`src/rtl/if_stage_pkg.sv`:
```
// Shared pipeline definitions for the instruction-fetch stage: widths,
// fetch FSM encoding, queue entry layout and the PC increment helper.
package if_stage_pkg;

   localparam int ADDR_W  = 32;
   localparam int INSTR_W = 32;

   localparam logic [ADDR_W-1:0] PC_STEP = 32'd4;

   typedef enum logic [1:0] {
      IDLE = 2'b00,
      BUSY = 2'b01,
      DROP = 2'b10
   } fetch_state_t;

   typedef struct packed {
      logic [ADDR_W-1:0]  pc;
      logic [INSTR_W-1:0] instr;
   } fetch_entry_t;

   // Sequential successor address; wraps silently at the top of the space.
   function automatic logic [ADDR_W-1:0] next_pc(input logic [ADDR_W-1:0] pc);
      return pc + PC_STEP;
   endfunction

endpackage

```
`src/rtl/if_stage_fetch_fifo.sv`:
```
// Fetch queue between instruction memory and ID: synchronous enqueue and
// dequeue, flush to empty, occupancy/empty/full status.
module fetch_fifo
   import if_stage_pkg::*;
#(
   parameter int DEPTH = 2
) (
   input  logic                   clk,
   input  logic                   rst,
   input  logic                   flush,
   input  logic                   enq,
   input  fetch_entry_t           enq_data,
   input  logic                   deq,
   output fetch_entry_t           head,
   output logic [$clog2(DEPTH):0] count,
   output logic                   empty,
   output logic                   full
);

   localparam int PTR_W = $clog2(DEPTH);
   localparam logic [PTR_W:0]   DEPTH_C = (PTR_W + 1)'(DEPTH);
   localparam logic [PTR_W:0]   CNT_ONE = (PTR_W + 1)'(1);
   localparam logic [PTR_W-1:0] PTR_ONE = PTR_W'(1);

   fetch_entry_t     mem_r [DEPTH];
   logic [PTR_W-1:0] wr_ptr_r;
   logic [PTR_W-1:0] rd_ptr_r;
   logic [PTR_W:0]   count_r;
   logic             do_enq_s;
   logic             do_deq_s;

   assign empty    = (count_r == {(PTR_W + 1){1'b0}});
   assign full     = (count_r == DEPTH_C);
   assign count    = count_r;
   assign head     = mem_r[rd_ptr_r];
   // Overflow/underflow requests are ignored so occupancy stays in 0..DEPTH.
   assign do_enq_s = enq & ~full;
   assign do_deq_s = deq & ~empty;

   // Storage, power-of-two pointers (wrap naturally) and occupancy counter.
   always_ff @(posedge clk or posedge rst) begin
      if (rst) begin
         for (int i = 0; i < DEPTH; i++) begin
            mem_r[i] <= '0;
         end
         wr_ptr_r <= '0;
         rd_ptr_r <= '0;
         count_r  <= '0;
      end else if (flush) begin
         wr_ptr_r <= '0;
         rd_ptr_r <= '0;
         count_r  <= '0;
      end else begin
         if (do_enq_s) begin
            mem_r[wr_ptr_r] <= enq_data;
            wr_ptr_r        <= wr_ptr_r + PTR_ONE;
         end
         if (do_deq_s) begin
            rd_ptr_r <= rd_ptr_r + PTR_ONE;
         end
         case ({do_enq_s, do_deq_s})
            2'b10:   count_r <= count_r + CNT_ONE;
            2'b01:   count_r <= count_r - CNT_ONE;
            default: count_r <= count_r;
         endcase
      end
   end

endmodule

```
`src/rtl/if_stage.sv`:
```
// Instruction-fetch stage: single-outstanding memory request FSM feeding a
// small fetch queue, with branch redirect and response dropping.
module if_stage
   import if_stage_pkg::*;
#(
   parameter int                QDEPTH   = 2,
   parameter logic [ADDR_W-1:0] RESET_PC = 32'h0000_0000
) (
   input  logic               clk,
   input  logic               rst,
   input  logic               freeze,
   input  logic               branch_taken,
   input  logic [ADDR_W-1:0]  branch_addr,
   output logic               imem_req,
   output logic [ADDR_W-1:0]  imem_addr,
   input  logic               imem_ready,
   input  logic [INSTR_W-1:0] imem_rdata,
   output logic               valid,
   output logic [ADDR_W-1:0]  PC,
   output logic [INSTR_W-1:0] instruction
);

   localparam int CNT_W = $clog2(QDEPTH) + 1;
   localparam logic [CNT_W-1:0] QDEPTH_C = CNT_W'(QDEPTH);
   localparam logic [CNT_W-1:0] CNT_ONE  = CNT_W'(1);

   fetch_state_t      state_r;
   fetch_state_t      state_next_s;
   logic [ADDR_W-1:0] fetch_pc_r;
   logic [ADDR_W-1:0] fetch_pc_next_s;
   logic [ADDR_W-1:0] req_addr_r;
   logic              req_r;

   logic              enq_s;
   logic              deq_s;
   logic              valid_s;
   logic [CNT_W-1:0]  fifo_count_s;
   logic              fifo_empty_s;
   logic              fifo_full_s;
   logic [CNT_W-1:0]  occ_after_xfer_s;
   fetch_entry_t      enq_data_s;
   fetch_entry_t      head_s;

   assign valid_s = ~fifo_empty_s;
   assign deq_s   = valid_s & ~freeze & ~branch_taken;
   assign enq_s   = (state_r == BUSY) & imem_ready & ~branch_taken;

   assign enq_data_s.pc    = next_pc(fetch_pc_r);
   assign enq_data_s.instr = imem_rdata;

   // Only evaluated in BUSY, where occupancy < QDEPTH, so +1 cannot overflow.
   assign occ_after_xfer_s = fifo_count_s + CNT_ONE - {{(CNT_W - 1){1'b0}}, deq_s};

   fetch_fifo #(
      .DEPTH (QDEPTH)
   ) u_fifo (
      .clk      (clk),
      .rst      (rst),
      .flush    (branch_taken),
      .enq      (enq_s),
      .enq_data (enq_data_s),
      .deq      (deq_s),
      .head     (head_s),
      .count    (fifo_count_s),
      .empty    (fifo_empty_s),
      .full     (fifo_full_s)
   );

   // Next-state and next fetch address; a branch overrides everything else.
   always_comb begin
      state_next_s    = state_r;
      fetch_pc_next_s = fetch_pc_r;
      case (state_r)
         IDLE: begin
            if (branch_taken) begin
               fetch_pc_next_s = branch_addr;
               state_next_s    = IDLE;
            end else if (!fifo_full_s || deq_s) begin
               state_next_s = BUSY;
            end else begin
               state_next_s = IDLE;
            end
         end
         BUSY: begin
            if (branch_taken) begin
               fetch_pc_next_s = branch_addr;
               state_next_s    = imem_ready ? IDLE : DROP;
            end else if (imem_ready) begin
               fetch_pc_next_s = next_pc(fetch_pc_r);
               state_next_s    = (occ_after_xfer_s < QDEPTH_C) ? BUSY : IDLE;
            end else begin
               state_next_s = BUSY;
            end
         end
         DROP: begin
            if (branch_taken) begin
               fetch_pc_next_s = branch_addr;
            end else begin
               fetch_pc_next_s = fetch_pc_r;
            end
            // The abandoned request completes here regardless of a new branch.
            state_next_s = imem_ready ? IDLE : DROP;
         end
         default: begin
            state_next_s    = IDLE;
            fetch_pc_next_s = fetch_pc_r;
         end
      endcase
   end

   // FSM state, fetch address and registered memory-request outputs.
   always_ff @(posedge clk or posedge rst) begin
      if (rst) begin
         state_r    <= IDLE;
         fetch_pc_r <= RESET_PC;
         req_addr_r <= RESET_PC;
         req_r      <= 1'b0;
      end else begin
         state_r    <= state_next_s;
         fetch_pc_r <= fetch_pc_next_s;
         // DROP keeps presenting the abandoned address until its response.
         if (state_next_s == DROP) begin
            req_addr_r <= req_addr_r;
         end else begin
            req_addr_r <= fetch_pc_next_s;
         end
         req_r <= (state_next_s == BUSY) || (state_next_s == DROP);
      end
   end

   assign imem_req    = req_r;
   assign imem_addr   = req_addr_r;
   assign valid       = valid_s;
   assign PC          = valid_s ? head_s.pc    : {ADDR_W{1'b0}};
   assign instruction = valid_s ? head_s.instr : {INSTR_W{1'b0}};

endmodule

```
`config.mk`:
```
export PLATFORM = sky130hd
export DESIGN_NAME = if_stage
export DESIGN_NICKNAME = d
export VERILOG_FILES = /design/src/rtl/if_stage_pkg.sv /design/src/rtl/if_stage_fetch_fifo.sv /design/src/rtl/if_stage.sv
export SDC_FILE = /design/constraint.sdc
export NUM_CORES = 1
export LEC_CHECK = 0
export ABC_AREA = 1
export CAP_MARGIN = 40
export CORE_MARGIN = 2
export CORE_UTILIZATION = 54
export DETAILED_ROUTE_END_ITERATION = 16
export PLACE_DENSITY = 0.8
export SLEW_MARGIN = 20
export SYNTH_ARGS = -nofsm -noshare
export SYNTH_HDL_FRONTEND = slang
export SYNTH_SLANG_ARGS = --single-unit
```
`constraint.sdc`:
```
create_clock -name clk -period 8.8 [get_ports clk]
set_clock_uncertainty 0.2 [all_clocks]
set_input_delay 1.76 -clock clk [delete_from_list [all_inputs] [get_ports clk]]
set_output_delay 1.76 -clock clk [all_outputs]
set_load 0.01 [all_outputs]
```
# [Word level (Yosys, flattened, before mapping)]
# Index checks and enable logic that the tools add are counted.
[totals] elab_cells=76 ff_bits=199 output_inout_bits=98
[op_classes] n_bitwise=12 eq_ne=7 magnitude_cmp=4 n_reduce_logical=11 muxes=25 add_sub_neg=6
[ops] op="two-way mux 64 bit" n=4
[ops] op="two-way mux 32 bit" n=5
[ops] op="bitwise mux 128 bit" n=1
[ops] op="demux 64 bit (select 1 bit)" n=1
[ops] op="case mux 32 bit (2 select lines)" n=1
[ops] op="adder 32 x 3 -> 32 bit, second input constant" n=1
[ops] op="== test 2 bit, second input constant" n=4
[ops] op="two-way mux 1 bit" n=8
[ops] op="AND 1 bit" n=6
[ops] op="== test 2 x 1 -> 1 bit, second input constant" n=3
[ops] op="two-way mux 2 bit" n=3
[ops] op="case mux 2 bit (3 select lines)" n=1
[ops] op=">= comparator 2 bit, second input constant" n=2
[ops] op="zero test 2 bit" n=2
[ops] op="NOT 1 bit" n=4
[ops] op="NOT 1 -> 2 bit" n=2
[ops] op="case mux 2 bit (2 select lines)" n=1
[ops] op="nonzero test 2 bit" n=2
[ops] op="nonzero test 3 bit" n=1
[ops] op="adder 1 bit, second input constant" n=2
[ops] op="adder 2 x 1 -> 2 bit, second input constant" n=1
[ops] op="logical OR 1 bit" n=2
[ops] op="less-than comparator 2 x 1 -> 1 bit, second input constant" n=1
[ops] op="less-than comparator 2 bit, second input constant" n=1
[ops] op="6 further kinds" n=6

# [Longest topological paths before layout]
# Gate-level depths: netlist (run 1).
[depth] depth_word=12 depth_mapped=13

# [Modules after synthesis]
# A second synthesis (run 1) with hierarchy kept.
[unflattened] cells_unflattened=1566 area_unflattened_um2=11419.7
[modules_own_cells] module="fetch_fifo" instances=1 area_per_inst_um2=6269.8 cells_per_inst=719 seq_area_each_um2=3303.2
[modules_own_cells] module="if_stage" instances=1 area_per_inst_um2=5149.9 cells_per_inst=847 seq_area_each_um2=1676.6

# [Worst setup path before layout (run 1)]
# No wires, ideal clock.
[synth_path] path_kind="input-to-reg" from="input branch_taken" to="register req_addr_r[0], in the netlist imem_addr[0]" t_arrival_ns=3.444 slack_ns=5.039 stages=12 cell_sequence="buf_2 > nor3_1 > inv_1 > o21ai_0 > nand4_1 > nand2_1 > ha_1 > clkbuf_1 > inv_1 > buf_1 > nand2_1 > nand2_1"
[synth_via] elab_chain_cells=9 word_cells_on_any_way=15
[synth_rtl] element="start: declaration" line_no="if_stage.sv:12" text="input logic branch_taken,"
[synth_rtl] element="NOT 1 bit (no source line)"
[synth_rtl] element="AND 1 bit" line_no="if_stage.sv:45" text="assign deq_s = valid_s & ~freeze & ~branch_taken;"
[synth_rtl] element="subtractor 2 x 1 -> 2 bit" line_no="if_stage.sv:52" text="assign occ_after_xfer_s = fifo_count_s + CNT_ONE - {{(CNT_W - 1){1'b0}}, deq_s};"
[synth_rtl] element="less-than comparator 2 bit" line_no="if_stage.sv:90" text="state_next_s = (occ_after_xfer_s < QDEPTH_C) ? BUSY : IDLE;"
[synth_rtl] element="two-way mux 1 bit" line_no="if_stage.sv:90"
[synth_rtl] element="two-way mux 1 bit" line_no="if_stage.sv:88" text="end else if (imem_ready) begin"
[synth_rtl] element="two-way mux 2 bit" line_no="if_stage.sv:85" text="if (branch_taken) begin"
[synth_rtl] element="case mux 2 bit (3 select lines)" line_no="if_stage.sv:73" text="case (state_r)"
[synth_rtl] element="== test 2 bit" line_no="if_stage.sv:122" text="if (state_next_s == DROP) begin"
[synth_rtl] element="end signal: assignment" line_no="if_stage.sv:123" text="req_addr_r <= req_addr_r;"
[synth_rtl] element="end signal: assignment" line_no="if_stage.sv:125" text="req_addr_r <= fetch_pc_next_s;"
[synth_rtl] element="end: declaration" line_no="if_stage.sv:31" text="logic [ADDR_W-1:0] req_addr_r;"
# Several ways; a longest one is shown, not always the timed one.
# A chain may end at the register's enable or synchronous reset.

# [Final worst setup path (run 1)]
[layout_path] from="register u_fifo.rd_ptr_r" to="output PC[19]"
[layout_via] elab_chain_cells=5
[layout_rtl] element="start: declaration" line_no="if_stage_fetch_fifo.sv:27" text="logic [PTR_W-1:0] rd_ptr_r;"
[layout_rtl] element="start signal: assignment" line_no="if_stage_fetch_fifo.sv:59" text="rd_ptr_r <= rd_ptr_r + PTR_ONE;"
[layout_rtl] element="NOT 1 -> 2 bit (implied by the code)" line_no="if_stage_fetch_fifo.sv:35" text="assign head = mem_r[rd_ptr_r];"
[layout_rtl] element="two-way mux 64 bit (implied by the code) (3 in series)" line_no="if_stage_fetch_fifo.sv:35"
[layout_rtl] element="two-way mux 32 bit" line_no="if_stage.sv:134" text="assign PC = valid_s ? head_s.pc : {ADDR_W{1'b0}};"
[layout_rtl] element="end: declaration" line_no="if_stage.sv:19" text="output logic [ADDR_W-1:0] PC,"
# Every way passes these cells. The select of a mux whose other input is x is not followed.

==> impl_metrics.json, run 1 <==
{
  "clkSlewWorstSetupHoldPaths_ps": 70,
  "fmax_mhz": 202,
  "setup_tns_ps": 0,
  "portBuffers": 166,
  "via_count": 9478,
  "clockBufferDepth": 2,
  "post_drt_wl_per_cell_um": 15.2,
  "syn_inst": 1392,
  "fin_ws_ps": 3860,
  "required_ps": 6840,
  "numCtsBuffers": 17,
  "stdcell_area_um2": 12500,
  "run_status": "complete, no violations",
  "dieHeight_um": 141,
  "leakage_nw": 6.11,
  "synth_largest_area_cell": "dfrtp_1",
  "slew_violations": 0,
  "drtAntennaViolNets": 0,
  "place_area_um2": 11900,
  "ys_types": 34,
  "maxCapViolCount": 0,
  "min_period_ps": 4940,
  "hold_buffers": 0,
  "endpoint_kind": "primary output",
  "seq_area_um2": 4980,
  "post_cts_buffers": 0,
  "grt_first_pass_wirelength_um": 43700,
  "p_per_area_nw_per_um2": 348,
  "multi_input_area_um2": 4430,
  "layout_common_cells": "424 x nand2_1, 225 x nor2_1, 198 x dfrtp_1",
  "synth_area_per_cell_um2": 7.33,
  "crit_type": "flip-flop to primary output",
  "nets": 1590,
  "tightest_slew_ps": 744,
  "drt-pass1-iter-count": 6,
  "ys_top_cells_by_area": "dfrtp_1 49%, nand2_1 16%, nor2_1 8.3%",
  "max-slew-margin-rel_pct": 50.3,
  "tritoncts": "built",
  "crit_arrival_ps": 2980,
  "fp.dieW_um": 141,
  "setup_violations": 0,
  "grt_usage_pct": 27.0,
  "grt_max_degree": 123,
  "clock-sinks": 199,
  "antenna_cells": 0,
  "grt_pass1_vias": 8588,
  "remaining_drc_errors": 0,
  "syn_nets": 1465,
  "ir_drop_mv": 0.182,
  "cts_resized": 0,
  "rsz0062_at_grt": "no",
  "hold_violations": 0,
  "startpoint_type": "flip-flop",
  "syn_area_um2": 10200,
  "hold_path.class": "flip-flop to flip-flop",
  "num_io_pins": 167,
  "vias_per_cell": 5.38,
  "place.gp.congestion": 0.975,
  "synth_seq_cells": 199,
  "mostFrequentLayoutCell": "nand2_1",
  "nFillCells": 1605,
  "wl_um": 26800,
  "area_growth_pct": 22.8,
  "ys_seq_area_share_pct": 48.8,
  "die_area_um2": 20000,
  "coreArea_um2": 18600,
  "cts_htree_levels": 4,
  "synth_top_area_share_pct": 48.8,
  "critPathMaxFanout": 65,
  "grt_overflow_total": 0,
  "layout-drive-gt1-share_pct": 4.77,
  "yosysWarnings": 0,
  "antenna_found_initial": 0,
  "dp_slack_ps": 3920,
  "clk_latency_ps": 430,
  "first_iter_violations": 1038,
  "dp_hpwl_um": 18100,
  "period_share_pct": 56.2,
  "root_buffer": "clkbuf_16",
  "start_util_pct": 54.7,
  "fp-row-count": 50
}
-- per-stage QoR --
step / total power [W] / utilization [%] / hold WS [ps] / std cells
2_1_floorplan: 0.00273 / - / 237 / 1392
3_3_place_gp: 0.00352 / 63.6 / 250 / 1726
3_5_place_dp: 0.00359 / 64.0 / 256 / 1730
4_1_cts: 0.00436 / 67.0 / 273 / 1761
5_1_grt: 0.00469 / 67.2 / 305 / 1763
6_report: 0.00436 / 67.2 / 275 / 1763
-- worst paths after layout --
kind	start	to	slack (ps)	cells after the start
setup / recovery	u_fifo.rd_ptr_r	PC[19]	3860	6
hold / removal	u_fifo.mem_r[39]	u_fifo.mem_r[39]	280	2
setup reg to reg	state_r[0]	u_fifo.mem_r[28]	5670	10
hold reg to reg	u_fifo.mem_r[39]	u_fifo.mem_r[39]	280	2
max in group asynchronous	rst	u_fifo.mem_r[117]	5410	5
min in group asynchronous	rst	imem_addr[4]	1540	2
-- synthesized netlist by cell type --
library cell / number
a21oi_1: 26
a22oi_1: 2
and2_1: 2
buf_1: 10
buf_2: 11
buf_4: 1
buf_6: 10
clkbuf_1: 44
clkinv_1: 2
dfrtp_1: 199
ha_1: 4
inv_1: 105
inv_2: 3
nand2_1: 424
nand2_2: 2
nand2_4: 1
nand3_1: 36
nand4_1: 3
nor2_1: 225
nor2_2: 2
nor2_4: 3
nor2_8: 1
nor3_1: 3
o211ai_1: 2
o21a_1: 1
o21ai_0: 117
o21ai_1: 107
o21ai_2: 6
o221ai_1: 1
o22ai_1: 18
o32ai_1: 6
or2_2: 7
xnor2_1: 1
xor2_1: 7
-- final cells by class --
cell class / instances / share of cell area [%]
Clock buffer: 19 / 3.46
Clock inverter: 12 / 0.969
Inverter: 110 / 3.38
Multi-Input combinational cell: 1007 / 35.4
Sequential cell: 199 / 39.8
Tap cell: 234 / 2.34
Timing Repair Buffer: 182 / 14.7
-- power breakdown --
group	leakage (nW)	switching (W)	internal, W
clock network	0.261	0.000363	0.000395
logic	3.34	0.00113	0.000854
registers	2.51	0.000295	0.00132
total	6.11	0.00179	0.00257
-- critical path: stages (launching register included) --
cell	delay, ps
dfrtp_2	390
buf_4	300
inv_2	370
buf_4	530
nor2_1	80
nor2_1	220
clkdlybuf4s50_1	590
-- metal layers --
metal  vias up  track usage (%)  part of all wire (%)
met3        22             3.48                   6.5
met2       371             41.3                    45
met1      4410             41.3                    47
li1       4675                -                     -
met4         0             6.21                  0.98
met5         -                0                     0
-- kinds of logic after synthesis --
| family | after synthesis | synth area share [%] |
|---|---|---|
| and+or+nand+nor | 709 | 27.4 |
| AOI/OAI and AO/OA | 286 | 14.9 |
| DFF | 199 | 48.8 |
| buffers and inverters | 186 | 7.75 |
| xor gates and xnor gates | 8 | 0.687 |
| adders and majority gates | 4 | 0.491 |
-- flip-flops by register name, summed over array words and instances, names as in the netlist --
register	cells
imem_addr	32
imem_req	1
fetch_pc_r	32
u_fifo.count	2
state_r	2
u_fifo.rd_ptr_r	1
u_fifo.wr_ptr_r	1
u_fifo.mem_r	128
No activity file was read; power rests on OpenSTA's default activity.
==> run 2: changes to the inputs <==
==> constraint.sdc (replaced) <==
create_clock -name clk -period 4.8 [get_ports clk]
set_clock_uncertainty 0.2 [all_clocks]
set_input_delay 0.96 -clock clk [delete_from_list [all_inputs] [get_ports clk]]
set_output_delay 0.96 -clock clk [all_outputs]
set_load 0.01 [all_outputs]
==> run 2 against run 1 <==
Net effect:
- global-route usage grew 0.89 points
- via count up 0.59%
- non-clock buffer count grew 7
- final cell count is 0.45% higher
- combinational power up 86%
- setup slack lost 3100 ps
- sequential power grew 84%
- sequential share of layout area down 0.38 points
- clock-buffer cell count down 2
- first-iteration DRC count decreased by 15%
==> impl_metrics.json, run 2 (synthesis gave the netlist of run 1 again) <==
{
  "run_status": "complete, no violations",
  "fp-row-count": 50,
  "grt_first_pass_wirelength_um": 44700,
  "p_per_area_nw_per_um2": 638,
  "place_area_um2": 12000,
  "dp_cells": 1736,
  "coreArea_um2": 18600,
  "fmax_mhz": 245,
  "nets": 1597,
  "hold_path.class": "flip-flop to flip-flop",
  "crit_path_max_incr_delay_ps": 590,
  "ir_drop_mv": 0.363,
  "grt_usage_pct": 27.9,
  "wl_um": 27400,
  "slew_violations": 0,
  "critPathMaxFanout": 25,
  "fp.dieW_um": 141,
  "clock-sinks": 199,
  "power_frac_clock_pct": 17.1,
  "post-route-util_pct": 67.8,
  "worstPathCellList": "inv_1, ha_1, inv_1, buf_4, o21ai_0, nor2_1, clkdlybuf4s50_1",
  "min_period_ps": 4080,
  "mostFrequentLayoutCell": "nand2_1",
  "tritoncts": "built",
  "switching_power_w": 0.00335,
  "post_cts_buffers": 0,
  "start_util_pct": 54.7,
  "intPower_w": 0.00472,
  "grt_overflow_total": 0,
  "antenna_found_initial": 0,
  "portBuffers": 166,
  "endpoint_kind": "primary output",
  "maxCapViolCount": 0,
  "stdcell_count": 1771,
  "startpoint_type": "flip-flop",
  "layout_common_cells": "424 x nand2_1, 225 x nor2_1, 198 x dfrtp_1",
  "remaining_drc_errors": 0,
  "p_comb_share_pct": 46.0,
  "clk_latency_ps": 440,
  "drt-pass1-iter-count": 5,
  "grt_max_degree": 91,
  "largest_reg_flops": 128,
  "crit_type": "flip-flop to primary output",
  "cp.buffers_inverters": 4,
  "rsz0062_at_grt": "no",
  "die_area_um2": 20000,
  "dieHeight_um": 141,
  "cp_top_family": "buffers and inverters",
  "nFillCells": 1561,
  "stdcell_area_um2": 12600,
  "root_buffer": "clkbuf_16",
  "critical_path.slowest_cell": "clkdlybuf4s50_1",
  "numCtsBuffers": 17,
  "area_growth_pct": 24.0,
  "cts_htree_levels": 4,
  "vias_per_cell": 5.38,
  "setup_tns_ps": 0,
  "max-slew-margin-rel_pct": 50.4,
  "dp_hpwl_um": 18900,
  "leakage_nw": 6.17,
  "crit_path_frequent_cell": "inv_1",
  "clockBufferDepth": 2,
  "clkSlewWorstSetupHoldPaths_ps": 80,
  "layout-drive-gt1-share_pct": 5.40,
  "cts_resized": 0,
  "num_io_pins": 167,
  "period_share_pct": 84.9,
  "required_ps": 3640,
  "via_count": 9534,
  "grt_pass1_vias": 8971,
  "switching_share_pct": 41.5,
  "first_iter_violations": 879,
  "post_drt_wl_per_cell_um": 15.5,
  "hold_violations": 0,
  "drtAntennaViolNets": 0,
  "place.gp.congestion": 0.983,
  "hold_buffers": 0,
  "seq_power_share_pct": 36.9,
  "antenna_cells": 0,
  "largest-register": "u_fifo.mem_r",
  "setup_violations": 0,
  "tightest_slew_ps": 743,
  "crit_arrival_ps": 2920
}
run 2: cell count changes in the layout (fill, tap and decap cells not counted):
cell,change
inv_6,+2
clkbuf_1,-2
buf_12,+1
buf_8,-2
buf_16,+3
clkinvlp_4,+1
clkinv_8,+3
buf_4,+5
clkinv_4,+1
inv_8,-3
bufinv_16,-1
run 2: final cells by class:
| class | instances | area (um2) | area share, % |
|---|---|---|---|
| clock buffers | 17 | 425 | 3.36 |
| clock inverters | 15 | 144 | 1.14 |
| inverters | 110 | 419 | 3.31 |
| multi-input cells | 1007 | 4430 | 35.0 |
| flip-flops and latches | 199 | 4980 | 39.4 |
| well taps | 234 | 293 | 2.31 |
| repair buffers | 189 | 1950 | 15.5 |
run 2: through the flow:
stage	worst slack (ps)	total power [W]	hold slack, ps
final	723	0.00807	278
after global routing	590	0.00867	301
after CTS	719	0.00803	276
after detailed placement	1190	0.00663	258
after global placement	1230	0.00650	250
after floorplan	1070	0.00501	237
run 2: worst register-to-register path: stages, from the launching register on:
cell      delay (ps)
dfrtp_1          580
nand2_2          510
clkinv_1         430
nor3_1           340
ha_1             220
inv_1            130
buf_8            190
nand2_1          100
nand2_1           50
run 2: power groups by stage:
stage	combinational (W)	sequential (W)	clock (W)
2_1_floorplan	0.00212	0.00289	0
3_3_place_gp	0.00353	0.00297	0
3_5_place_dp	0.00366	0.00297	0
4_1_cts	0.00367	0.00296	0.00139
5_1_grt	0.00413	0.00308	0.00146
6_report	0.00371	0.00298	0.00138
run 2: path summary, 6_finish.rpt:
kind | slack (ps) | endpoint | depth (start not counted) | startpoint
worst max-delay path | 720 | PC[12] | 7 | u_fifo.count[0]
worst min-delay path | 280 | u_fifo.mem_r[39] | 2 | u_fifo.mem_r[39]
worst max register to register | 1940 | imem_addr[28] | 8 | state_r[0]
worst min register to register | 280 | u_fifo.mem_r[39] | 2 | u_fifo.mem_r[39]
max in group asynchronous | 2900 | u_fifo.mem_r[80] | 3 | rst
min in group asynchronous | 660 | imem_addr[4] | 2 | rst
run 2: layer usage:
metal	vias up	global-route usage, %	wire length, um
met4	0	6.84	271
li1	4686	-	-
met1	4433	41.1	12900
met3	20	4.86	1910
met5	-	0	0
met2	395	43.2	12300
==> run 3: changes to the inputs <==
==> constraint.sdc (replaced) <==
create_clock -name clk -period 3.9 [get_ports clk]
set_clock_uncertainty 0.2 [all_clocks]
set_input_delay 0.78 -clock clk [delete_from_list [all_inputs] [get_ports clk]]
set_output_delay 0.78 -clock clk [all_outputs]
set_load 0.01 [all_outputs]
==> run 3 against run 2 <==
Net effect:
- total power up 25%
- combinational power up 23%
- final area up 0.49%
- global-route usage about the same
- wire length down 0.82%
- first-iteration DRC count down 2.8%
- via count up 0.50%
==> impl_metrics.json, run 3 (synthesis gave the netlist of run 1 again) <==
{
  "vias_per_cell": 5.41,
  "numCtsBuffers": 17,
  "clockBufferDepth": 2,
  "remaining_drc_errors": 0,
  "antenna_cells": 0,
  "clkSlewWorstSetupHoldPaths_ps": 70,
  "setup_violations": 0,
  "wl_um": 27100,
  "ir_drop_mv": 0.451,
  "root_buffer": "clkbuf_16",
  "drt-pass1-iter-count": 6,
  "largest_reg_flops": 128,
  "r2r-end": "imem_addr[18]",
  "fp.dieW_um": 141,
  "die_area_um2": 20000,
  "p_per_area_nw_per_um2": 791,
  "grt_overflow_total": 0,
  "met2_usage_pct": 42.4,
  "stdcell_area_um2": 12700,
  "post_cts_buffers": 0,
  "crit_type": "flip-flop to primary output",
  "hold_path.class": "flip-flop to flip-flop",
  "dp_hpwl_um": 18600,
  "place_area_um2": 12100,
  "use_met3_pct": 4.96,
  "num_io_pins": 167,
  "antenna_found_initial": 0,
  "first_iter_violations": 854,
  "grt_first_pass_wirelength_um": 44700,
  "rr_startpoint": "u_fifo.count[0]",
  "start_util_pct": 54.7,
  "clk_latency_ps": 440,
  "coreArea_um2": 18600,
  "endpoint_kind": "primary output",
  "crit_arrival_ps": 2490,
  "cts_resized": 0,
  "grtUsageMet1_pct": 41.6,
  "crit_start": "u_fifo.count[0]",
  "crit_path_frequent_cell": "inv_1",
  "fmax_mhz": 288,
  "hold_buffers": 0,
  "required_ps": 2920,
  "layout-drive-gt1-share_pct": 5.34,
  "tritoncts": "built",
  "setup_tns_ps": 0,
  "ff2ff_path_depth": 12,
  "dieHeight_um": 141,
  "via_count": 9582,
  "layout_common_cells": "424 x nand2_1, 225 x nor2_1, 198 x dfrtp_1",
  "critical_path.slowest_cell": "clkdlybuf4s50_1",
  "hold_depth": 2,
  "slew_violations": 0,
  "top_usage_layer": "met2",
  "post_drt_wl_per_cell_um": 15.3,
  "cts_htree_levels": 4,
  "drtAntennaViolNets": 0,
  "startpoint_type": "flip-flop",
  "nets": 1597,
  "clock-sinks": 199,
  "crit_path_max_incr_delay_ps": 600,
  "grt_max_degree": 87,
  "run_status": "complete, no violations",
  "portBuffers": 166,
  "hold_violations": 0,
  "max-slew-margin-rel_pct": 56.4,
  "period_share_pct": 89.0,
  "min_period_ps": 3470,
  "grt_pass1_vias": 8881,
  "rsz0062_at_grt": "no",
  "place.gp.congestion": 0.973,
  "fp-row-count": 50,
  "mostFrequentLayoutCell": "nand2_1",
  "leakage_nw": 6.21,
  "maxCapViolCount": 0,
  "dp_slack_ps": 638,
  "fin_ws_ps": 428,
  "reg2reg_slack_ps": 1270,
  "worstPathCellList": "inv_1, ha_1, inv_1, buf_12, o21ai_0, nor2_1, clkdlybuf4s50_1",
  "tightest_slew_ps": 654,
  "critPathMaxFanout": 65,
  "largest-register": "u_fifo.mem_r",
  "area_growth_pct": 24.6,
  "grt_usage_pct": 27.9,
  "critPathCapture": "PC[13]"
}
-- run 3: cell count changes in the layout (fill, tap and decap cells not counted), sizes merged --
cell and delta:
inv +1, clkinvlp -3, bufinv +3, clkbuf +3, clkinv -4
-- run 3: worst min path at each step --
stage	start	endpoint	slack (ps)
2_1_floorplan	u_fifo.mem_r[39]	u_fifo.mem_r[39]	240
3_3_place_gp	u_fifo.mem_r[39]	u_fifo.mem_r[39]	260
3_5_place_dp	u_fifo.mem_r[40]	u_fifo.mem_r[40]	260
4_1_cts	u_fifo.mem_r[40]	u_fifo.mem_r[40]	280
5_1_grt	u_fifo.mem_r[111]	u_fifo.mem_r[111]	300
6_report	u_fifo.mem_r[124]	u_fifo.mem_r[124]	280
-- run 3: cell type report --
class                           count  area (um2)
Fill cell                        1568        5930
Tap cell                          234         293
Inverter                          110         419
Timing Repair Buffer              189        1970
Multi-Input combinational cell   1007        4430
Sequential cell                   199        4980
Clock inverter                     12         163
Clock buffer                       20         457
-- run 3: per-stage QoR --
stage	hold WS, ps	utilization, %	total power, W	std cells
CTS	276	68.2	0.0101	1771
global route	304	68.2	0.0108	1771
floorplan	237	-	0.00616	1392
detailed placement	259	64.9	0.00817	1739
global placement	255	64.7	0.00804	1738
finish	278	68.2	0.0101	1771
-- run 3: critical path: cells and delay by family (launching register included) --
| family | cells | cell delay [ps] |
|---|---|---|
| AOI/OAI and AO/OA | 1 | 140 |
| adders and majority gates | 1 | 220 |
| buffers and inverters | 4 | 1040 |
| DFF | 1 | 340 |
| and+or+nand+nor | 1 | 290 |
-- run 3: power by group --
group          switching [W]  internal, W
sequential          0.000651      0.00298
combinational        0.00260      0.00196
clock               0.000807      0.00106
total                0.00406      0.00600
-- run 3: routing by layer --
metal  vias up  wire length, um
met5         -                0
met4         0              429
met3        43             1910
met2       382            12200
met1      4462            12600
li1       4695                -
